[config.mk]
export PLATFORM = sky130hd
export DESIGN_NAME = stopwatch_controller_flat
export DESIGN_NICKNAME = d
export VERILOG_FILES = /design/src/rtl/stopwatch_controller_if.sv /design/src/rtl/stopwatch_controller.sv /design/src/flat_wrapper.sv
export SDC_FILE = /design/constraint.sdc
export NUM_CORES = 1
export LEC_CHECK = 0
export CORE_UTILIZATION = 45
export DETAILED_ROUTE_END_ITERATION = 8
export DONT_BUFFER_PORTS = 1
export PLACE_DENSITY_LB_ADDON = 0.3
export SLEW_MARGIN = 20
export SYNTH_ARGS = -nofsm -noshare
export SYNTH_HDL_FRONTEND = slang
export SYNTH_SLANG_ARGS = --single-unit
[constraint.sdc]
create_clock -name Clk -period 2.9 [get_ports Clk]
set_input_delay 0.58 -clock Clk [delete_from_list [all_inputs] [get_ports Clk]]
set_output_delay 0.58 -clock Clk [all_outputs]
set_load 0.05 [all_outputs]
[src/rtl/stopwatch_controller_if.sv]
// Control, digit feedback and strobe bundle between the stopwatch controller and its surroundings.
// master = controller side, slave = counters/buttons/display side.
interface stopwatch_controller_if;
  logic       StartStop;
  logic       Clear;
  logic       Lap;
  logic [3:0] Digit0;
  logic [3:0] Digit1;
  logic [3:0] Digit2;
  logic [3:0] Digit3;
  logic [3:0] DigitEn;
  logic [3:0] DigitClr;
  logic       Running;
  logic       Frozen;
  logic       Overflow;

  modport master (
    input  StartStop, Clear, Lap, Digit0, Digit1, Digit2, Digit3,
    output DigitEn, DigitClr, Running, Frozen, Overflow
  );

  modport slave (
    output StartStop, Clear, Lap, Digit0, Digit1, Digit2, Digit3,
    input  DigitEn, DigitClr, Running, Frozen, Overflow
  );
endinterface

[src/rtl/stopwatch_controller.sv]
// MM:SS stopwatch sequencer: run/pause/idle FSM, tick prescaler and BCD carry chain
// driving four external mod-10 digit counters through registered enable/clear strobes.
module stopwatch_controller #(
  parameter int unsigned TICK_DIV = 50000000
) (
  input logic                    Clk,
  input logic                    nReset,
  stopwatch_controller_if.master sw
);
  localparam int unsigned PW        = $clog2(TICK_DIV);
  localparam int unsigned ND        = 4;
  localparam logic [PW-1:0] TICK_LAST = PW'(TICK_DIV - 1);

  typedef enum logic [1:0] {S_IDLE, S_RUN, S_PAUSE} state_e;

  state_e        state_q, state_d;
  logic [PW-1:0] presc_q, presc_d;
  logic [ND-1:0] digit_en_q, digit_en_d;
  logic [ND-1:0] digit_clr_q, digit_clr_d;
  logic          running_q, running_d;
  logic          frozen_q, frozen_d;
  logic          overflow_q, overflow_d;

  logic          tick_c;
  logic [ND-1:0] carry_en_c;
  logic [ND-1:0] carry_clr_c;
  logic          carry_c;
  logic [3:0]    digit_v [ND];

  assign tick_c = (state_q == S_RUN) && (presc_q == TICK_LAST);

  // Ripple carry: a digit at (or beyond) its max clears and passes the carry on.
  always_comb begin
    digit_v[0]  = sw.Digit0;
    digit_v[1]  = sw.Digit1;
    digit_v[2]  = sw.Digit2;
    digit_v[3]  = sw.Digit3;
    carry_en_c  = '0;
    carry_clr_c = '0;
    carry_c     = 1'b1;
    for (int i = 0; i < ND; i++) begin
      if (carry_c && (digit_v[i] >= ((i == 1) ? 4'd5 : 4'd9))) begin
        carry_clr_c[i] = 1'b1;
      end else if (carry_c) begin
        carry_en_c[i] = 1'b1;
        carry_c       = 1'b0;
      end
    end
  end

  // Next state; carry_c here is the carry out of the top digit (wrap from 99:59).
  always_comb begin
    state_d     = state_q;
    presc_d     = presc_q;
    digit_en_d  = '0;
    digit_clr_d = '0;
    frozen_d    = frozen_q;
    overflow_d  = overflow_q;

    unique case (state_q)
      S_IDLE: begin
        presc_d = '0;
        if (sw.Clear) begin
          digit_clr_d = '1;
          frozen_d    = 1'b0;
          overflow_d  = 1'b0;
        end else if (sw.StartStop) begin
          state_d = S_RUN;
        end
      end
      S_RUN: begin
        presc_d = tick_c ? '0 : presc_q + PW'(1);
        if (tick_c) begin
          digit_en_d  = carry_en_c;
          digit_clr_d = carry_clr_c;
          if (carry_c) overflow_d = 1'b1;
        end
        if (sw.Lap) frozen_d = ~frozen_q;
        if (sw.StartStop) state_d = S_PAUSE;
      end
      S_PAUSE: begin
        if (sw.Clear) begin
          state_d     = S_IDLE;
          presc_d     = '0;
          digit_clr_d = '1;
          frozen_d    = 1'b0;
          overflow_d  = 1'b0;
        end else if (sw.StartStop) begin
          state_d = S_RUN;
        end
      end
      default: begin
        state_d = S_IDLE;
        presc_d = '0;
      end
    endcase

    running_d = (state_d == S_RUN);
  end

  always_ff @(posedge Clk or negedge nReset) begin
    if (!nReset) begin
      state_q     <= S_IDLE;
      presc_q     <= '0;
      digit_en_q  <= '0;
      digit_clr_q <= '0;
      running_q   <= 1'b0;
      frozen_q    <= 1'b0;
      overflow_q  <= 1'b0;
    end else begin
      state_q     <= state_d;
      presc_q     <= presc_d;
      digit_en_q  <= digit_en_d;
      digit_clr_q <= digit_clr_d;
      running_q   <= running_d;
      frozen_q    <= frozen_d;
      overflow_q  <= overflow_d;
    end
  end

  assign sw.DigitEn  = digit_en_q;
  assign sw.DigitClr = digit_clr_q;
  assign sw.Running  = running_q;
  assign sw.Frozen   = frozen_q;
  assign sw.Overflow = overflow_q;
endmodule

[src/flat_wrapper.sv]
// flat-port wrapper written by rule: the top's interface ports become plain ports
module stopwatch_controller_flat 
#(
  parameter int unsigned TICK_DIV = 50000000
)
  (Clk, nReset, sw_StartStop, sw_Clear, sw_Lap, sw_Digit0, sw_Digit1, sw_Digit2, sw_Digit3, sw_DigitEn, sw_DigitClr, sw_Running, sw_Frozen, sw_Overflow);
  stopwatch_controller_if sw_i ();
  input logic Clk;
  input logic nReset;
  input wire logic [$bits(sw_i.StartStop)-1:0] sw_StartStop;
  input wire logic [$bits(sw_i.Clear)-1:0] sw_Clear;
  input wire logic [$bits(sw_i.Lap)-1:0] sw_Lap;
  input wire logic [$bits(sw_i.Digit0)-1:0] sw_Digit0;
  input wire logic [$bits(sw_i.Digit1)-1:0] sw_Digit1;
  input wire logic [$bits(sw_i.Digit2)-1:0] sw_Digit2;
  input wire logic [$bits(sw_i.Digit3)-1:0] sw_Digit3;
  output wire logic [$bits(sw_i.DigitEn)-1:0] sw_DigitEn;
  output wire logic [$bits(sw_i.DigitClr)-1:0] sw_DigitClr;
  output wire logic [$bits(sw_i.Running)-1:0] sw_Running;
  output wire logic [$bits(sw_i.Frozen)-1:0] sw_Frozen;
  output wire logic [$bits(sw_i.Overflow)-1:0] sw_Overflow;
  assign sw_i.StartStop = sw_StartStop;
  assign sw_i.Clear = sw_Clear;
  assign sw_i.Lap = sw_Lap;
  assign sw_i.Digit0 = sw_Digit0;
  assign sw_i.Digit1 = sw_Digit1;
  assign sw_i.Digit2 = sw_Digit2;
  assign sw_i.Digit3 = sw_Digit3;
  assign sw_DigitEn = sw_i.DigitEn;
  assign sw_DigitClr = sw_i.DigitClr;
  assign sw_Running = sw_i.Running;
  assign sw_Frozen = sw_i.Frozen;
  assign sw_Overflow = sw_i.Overflow;
  stopwatch_controller #(.TICK_DIV(TICK_DIV)) u_core (.Clk(Clk), .nReset(nReset), .sw(sw_i));
endmodule
==> metrics.txt <==
# TYPE chip_impl_metric gauge
chip_impl_metric{name="grt_first_pass_wirelength",unit="um"} 7100
chip_impl_info{name="worst_setup_path_end_kind",value="register"} 1
chip_impl_info{name="cts_tree",value="built"} 1
chip_impl_info{name="synth_commonest_cells",value="39 x sky130_fd_sc_hd__dfrtp_1, 24 x sky130_fd_sc_hd__nand2_1, 15 x sky130_fd_sc_hd__nor2_1"} 1
chip_impl_metric{name="count_of_buffers_from_port_buffering",unit=""} 0
chip_impl_metric{name="antenna_found_initial",unit=""} 0
chip_impl_metric{name="cts-buffers-inserted",unit=""} 5
chip_impl_metric{name="place_congestion",unit=""} 0.758
chip_impl_metric{name="dr.pass1.iters",unit=""} 4
chip_impl_metric{name="fin_crit_sh",unit=""} 0.829
chip_impl_metric{name="detail_route.iter0.violations",unit=""} 107
chip_impl_metric{name="syn-instance-count",unit=""} 208
chip_impl_metric{name="vias",unit=""} 1604
chip_impl_metric{name="syn_to_final_growth",unit="%"} 7.22
chip_impl_info{name="synthMostInstantiatedCell",value="sky130_fd_sc_hd__dfrtp_1"} 1
chip_impl_info{name="yosysTopAreaCell",value="sky130_fd_sc_hd__dfrtp_1"} 1
chip_impl_metric{name="instances_no_fill",unit=""} 264
chip_impl_metric{name="drt_drc_violations_left",unit=""} 0
chip_impl_metric{name="cts-root-to-sink-buffers",unit=""} 2
chip_impl_metric{name="cts_max_level",unit=""} 2
chip_impl_metric{name="worst-endpoint-required",unit="ns"} 3.06
chip_impl_metric{name="cts_num_sinks",unit=""} 39
chip_impl_metric{name="clock_slew_seen_by_the_registers_of_the_worst_setup_and_hold_paths",unit="ns"} 0.07
chip_impl_metric{name="whs",unit="ns"} 0.132
chip_impl_metric{name="antenna_violating_nets_post_route",unit=""} 0
chip_impl_info{name="category_of_the_worst_setup_path_launch_point",value="register"} 1
chip_impl_metric{name="detail_route.vias_per_cell",unit=""} 6.08
chip_impl_metric{name="design.portCount",unit=""} 32
chip_impl_metric{name="power-per-cell-area",unit="nW/um^2"} 513
chip_impl_metric{name="yosysTopAreaCellShare",unit=""} 0.481
chip_impl_metric{name="max-vdd-ir-drop",unit="mV"} 0.156
chip_impl_info{name="setup_repair_after_global_routing_missed_its_margin",value="no"} 1
chip_impl_metric{name="tns",unit="ns"} 0
chip_impl_metric{name="die_width",unit="um"} 69.1
chip_impl_metric{name="postPlaceCellArea",unit="sq um"} 2070
chip_impl_metric{name="final_worst_clock_skew",unit="ns"} 0.00324
chip_impl_metric{name="slew_headroom",unit=""} 0.576
chip_impl_info{name="ctsRootBufferMaster",value="sky130_fd_sc_hd__clkbuf_8"} 1
chip_impl_info{name="timing.setup.critical_path_class",value="reg -> reg"} 1
chip_impl_metric{name="asyncSetResetFlopFracSynth",unit=""} 1.00
chip_impl_metric{name="sequential_element_share_of_the_synthesized_area",unit=""} 0.481
chip_impl_metric{name="arrival",unit="ns"} 2.56
chip_impl_metric{name="mappedNetlistNets",unit=""} 230
chip_impl_metric{name="insertedDiodeCount",unit=""} 0
chip_impl_metric{name="routedWlPerCell",unit="um"} 15.7
chip_impl_info{name="min-delay-path-class",value="in -> async"} 1
chip_impl_metric{name="distinct_cells_synth",unit=""} 48
chip_impl_metric{name="initial_cell_density_of_the_core",unit=""} 0.466
chip_impl_metric{name="max_freq",unit="GHz"} 0.416
chip_impl_metric{name="layout.nets",unit=""} 233
chip_impl_metric{name="synth.ff_latch_count",unit=""} 39
chip_impl_metric{name="period_needed",unit="ns"} 2.40
chip_impl_metric{name="layout-drive-gt1-share",unit=""} 0.127
chip_impl_metric{name="cts_repair_resize_count",unit=""} 0
chip_impl_info{name="outcome",value="finished clean"} 1
chip_impl_metric{name="pin_count_of_the_biggest_net_entering_global_routing",unit=""} 40
chip_impl_metric{name="r2r_cells",unit=""} 7
chip_impl_metric{name="count_of_yosys_warnings_during_synthesis",unit=""} 0
chip_impl_metric{name="core_region_area",unit="sq um"} 4350
chip_impl_metric{name="max_slew.worst_pin.slew",unit="ns"} 0.630
chip_impl_metric{name="dp_cells",unit=""} 255
chip_impl_metric{name="p_leak",unit="nW"} 0.861
chip_impl_metric{name="fp-row-count",unit=""} 24
chip_impl_metric{name="grt.total_usage",unit=""} 0.183
chip_impl_metric{name="finalInstanceArea",unit="sq um"} 2170
chip_impl_metric{name="first_global_vias",unit=""} 1518
chip_impl_metric{name="synth_edf_count",unit=""} 0
chip_impl_metric{name="grt_remaining_overflow",unit=""} 0
chip_impl_info{name="synthTopCellsByArea",value="sky130_fd_sc_hd__dfrtp_1 48%, sky130_fd_sc_hd__nand2_1 4.4%, sky130_fd_sc_hd__o21ai_0 3.2%, sky130_fd_sc_hd__xnor2_1 3.0%, sky130_fd_sc_hd__a31oi_1 2.8%"} 1
chip_impl_metric{name="postSynthAreaPerCell",unit="sq um"} 9.74
chip_impl_metric{name="timing.final.setup_violations",unit=""} 0
chip_impl_metric{name="timing.critical_path.fanout_max",unit=""} 17
chip_impl_metric{name="finalHoldViolations",unit=""} 0
chip_impl_info{name="postSynth.topFlopCell",value="sky130_fd_sc_hd__dfrtp_1"} 1
chip_impl_metric{name="clock_insertion_delay_worst_skew",unit="ns"} 0.28
chip_impl_metric{name="die-area",unit="sq um"} 4780
chip_impl_metric{name="die_h",unit="um"} 69.1
chip_impl_metric{name="syn-cell-area",unit="sq um"} 2030
chip_impl_metric{name="maxCapViolations",unit=""} 0
chip_impl_metric{name="route.final.wire_length",unit="um"} 4140
chip_impl_metric{name="report.final.slew_viol_count",unit=""} 0
chip_impl_metric{name="dp.final_hpwl",unit="um"} 2860
-- flip-flops by register name (all words and copies together), names as in the netlist --
register	cells
u_core.presc_q	26
u_core.state_q	2
u_core.sw.DigitClr	4
u_core.sw.DigitEn	4
u_core.sw.Frozen	1
u_core.sw.Overflow	1
u_core.sw.Running	1
-- cells by family after synthesis --
kind of cell               synth area share
DFF                                   0.481
muxes                               0.00494
xor gates and xnor gates             0.0389
adders and majority gates           0.00617
AOI/OAI and AO/OA                     0.155
and+or+nand+nor                       0.285
buffers and inverters                0.0290
-- repair_timing --
action | 4_1_cts | 5_1_grt
setup buffers | 0 | 0
endpoints found under the hold margin | 39 | 0
hold buffers | 1 | 0
-- worst max-delay path, cell delays in order (launching register included) --
cell                      delay, ns
sky130_fd_sc_hd__dfrtp_1       0.44
sky130_fd_sc_hd__ha_1          0.22
sky130_fd_sc_hd__nand3_1       0.20
sky130_fd_sc_hd__nor4_1        0.63
sky130_fd_sc_hd__a21oi_2       0.24
sky130_fd_sc_hd__buf_4         0.26
sky130_fd_sc_hd__a41oi_1       0.22
sky130_fd_sc_hd__a31oi_1       0.06
-- report_power, final --
part,switching [mW],internal [mW],total (mW)
logic,0.0731,0.0462,0.119
registers,0.0762,0.575,0.652
clock network,0.176,0.169,0.345
-- per-layer routing --
metal  track usage  vias to the layer above  part of all wire
met2         0.300                       53              0.48
met4        0.0408                        0            0.0085
met1         0.247                      768              0.46
met5             0                        -                 0
li1              -                      778                 -
met3        0.0424                        5             0.050
-- cell usage in the layout, fill, tap and decap left out, types with 7 or more instances in the layout --
| master | n |
|---|---|
| sky130_fd_sc_hd__a31oi_1 | 9 |
| sky130_fd_sc_hd__a21oi_1 | 9 |
| sky130_fd_sc_hd__o21ai_0 | 13 |
| sky130_fd_sc_hd__nand2_1 | 24 |
| sky130_fd_sc_hd__xnor2_1 | 7 |
| sky130_fd_sc_hd__nor2_1 | 15 |
| sky130_fd_sc_hd__nand3_1 | 10 |
| sky130_fd_sc_hd__dfrtp_1 | 39 |
| sky130_fd_sc_hd__nand4_1 | 8 |
-- per-stage QoR --
step            util  power [mW]  worst slack (ns)
2_1_floorplan      -       0.742             0.854
3_3_place_gp   0.476       0.766             0.593
3_5_place_dp   0.476       0.767             0.577
4_1_cts        0.499        1.13             0.553
5_1_grt        0.499        1.17             0.348
6_report       0.499        1.12             0.497
-- cell type report --
type	count	area, sq um
clock buffers	7	76.3
clock inverters	1	5.00
flip-flops and latches	39	976
fillers	409	2180
inverters	5	18.8
multi-input cells	157	997
well taps	52	65.1
repair buffers	3	35.0
-- path summary, 6_finish.rpt --
kind	start	to	slack [ns]
setup / recovery	u_core.presc_q[0]	u_core.presc_q[3]	0.50
hold / removal	nReset	u_core.presc_q[20]	0.13
setup reg to reg	u_core.presc_q[0]	u_core.presc_q[3]	0.50
hold reg to reg	u_core.presc_q[15]	u_core.presc_q[15]	0.51
max in group asynchronous	nReset	u_core.presc_q[13]	2.58
min in group Clk	sw_StartStop	u_core.state_q[1]	0.40
Note: power is estimated with default switching activity, not from simulation.
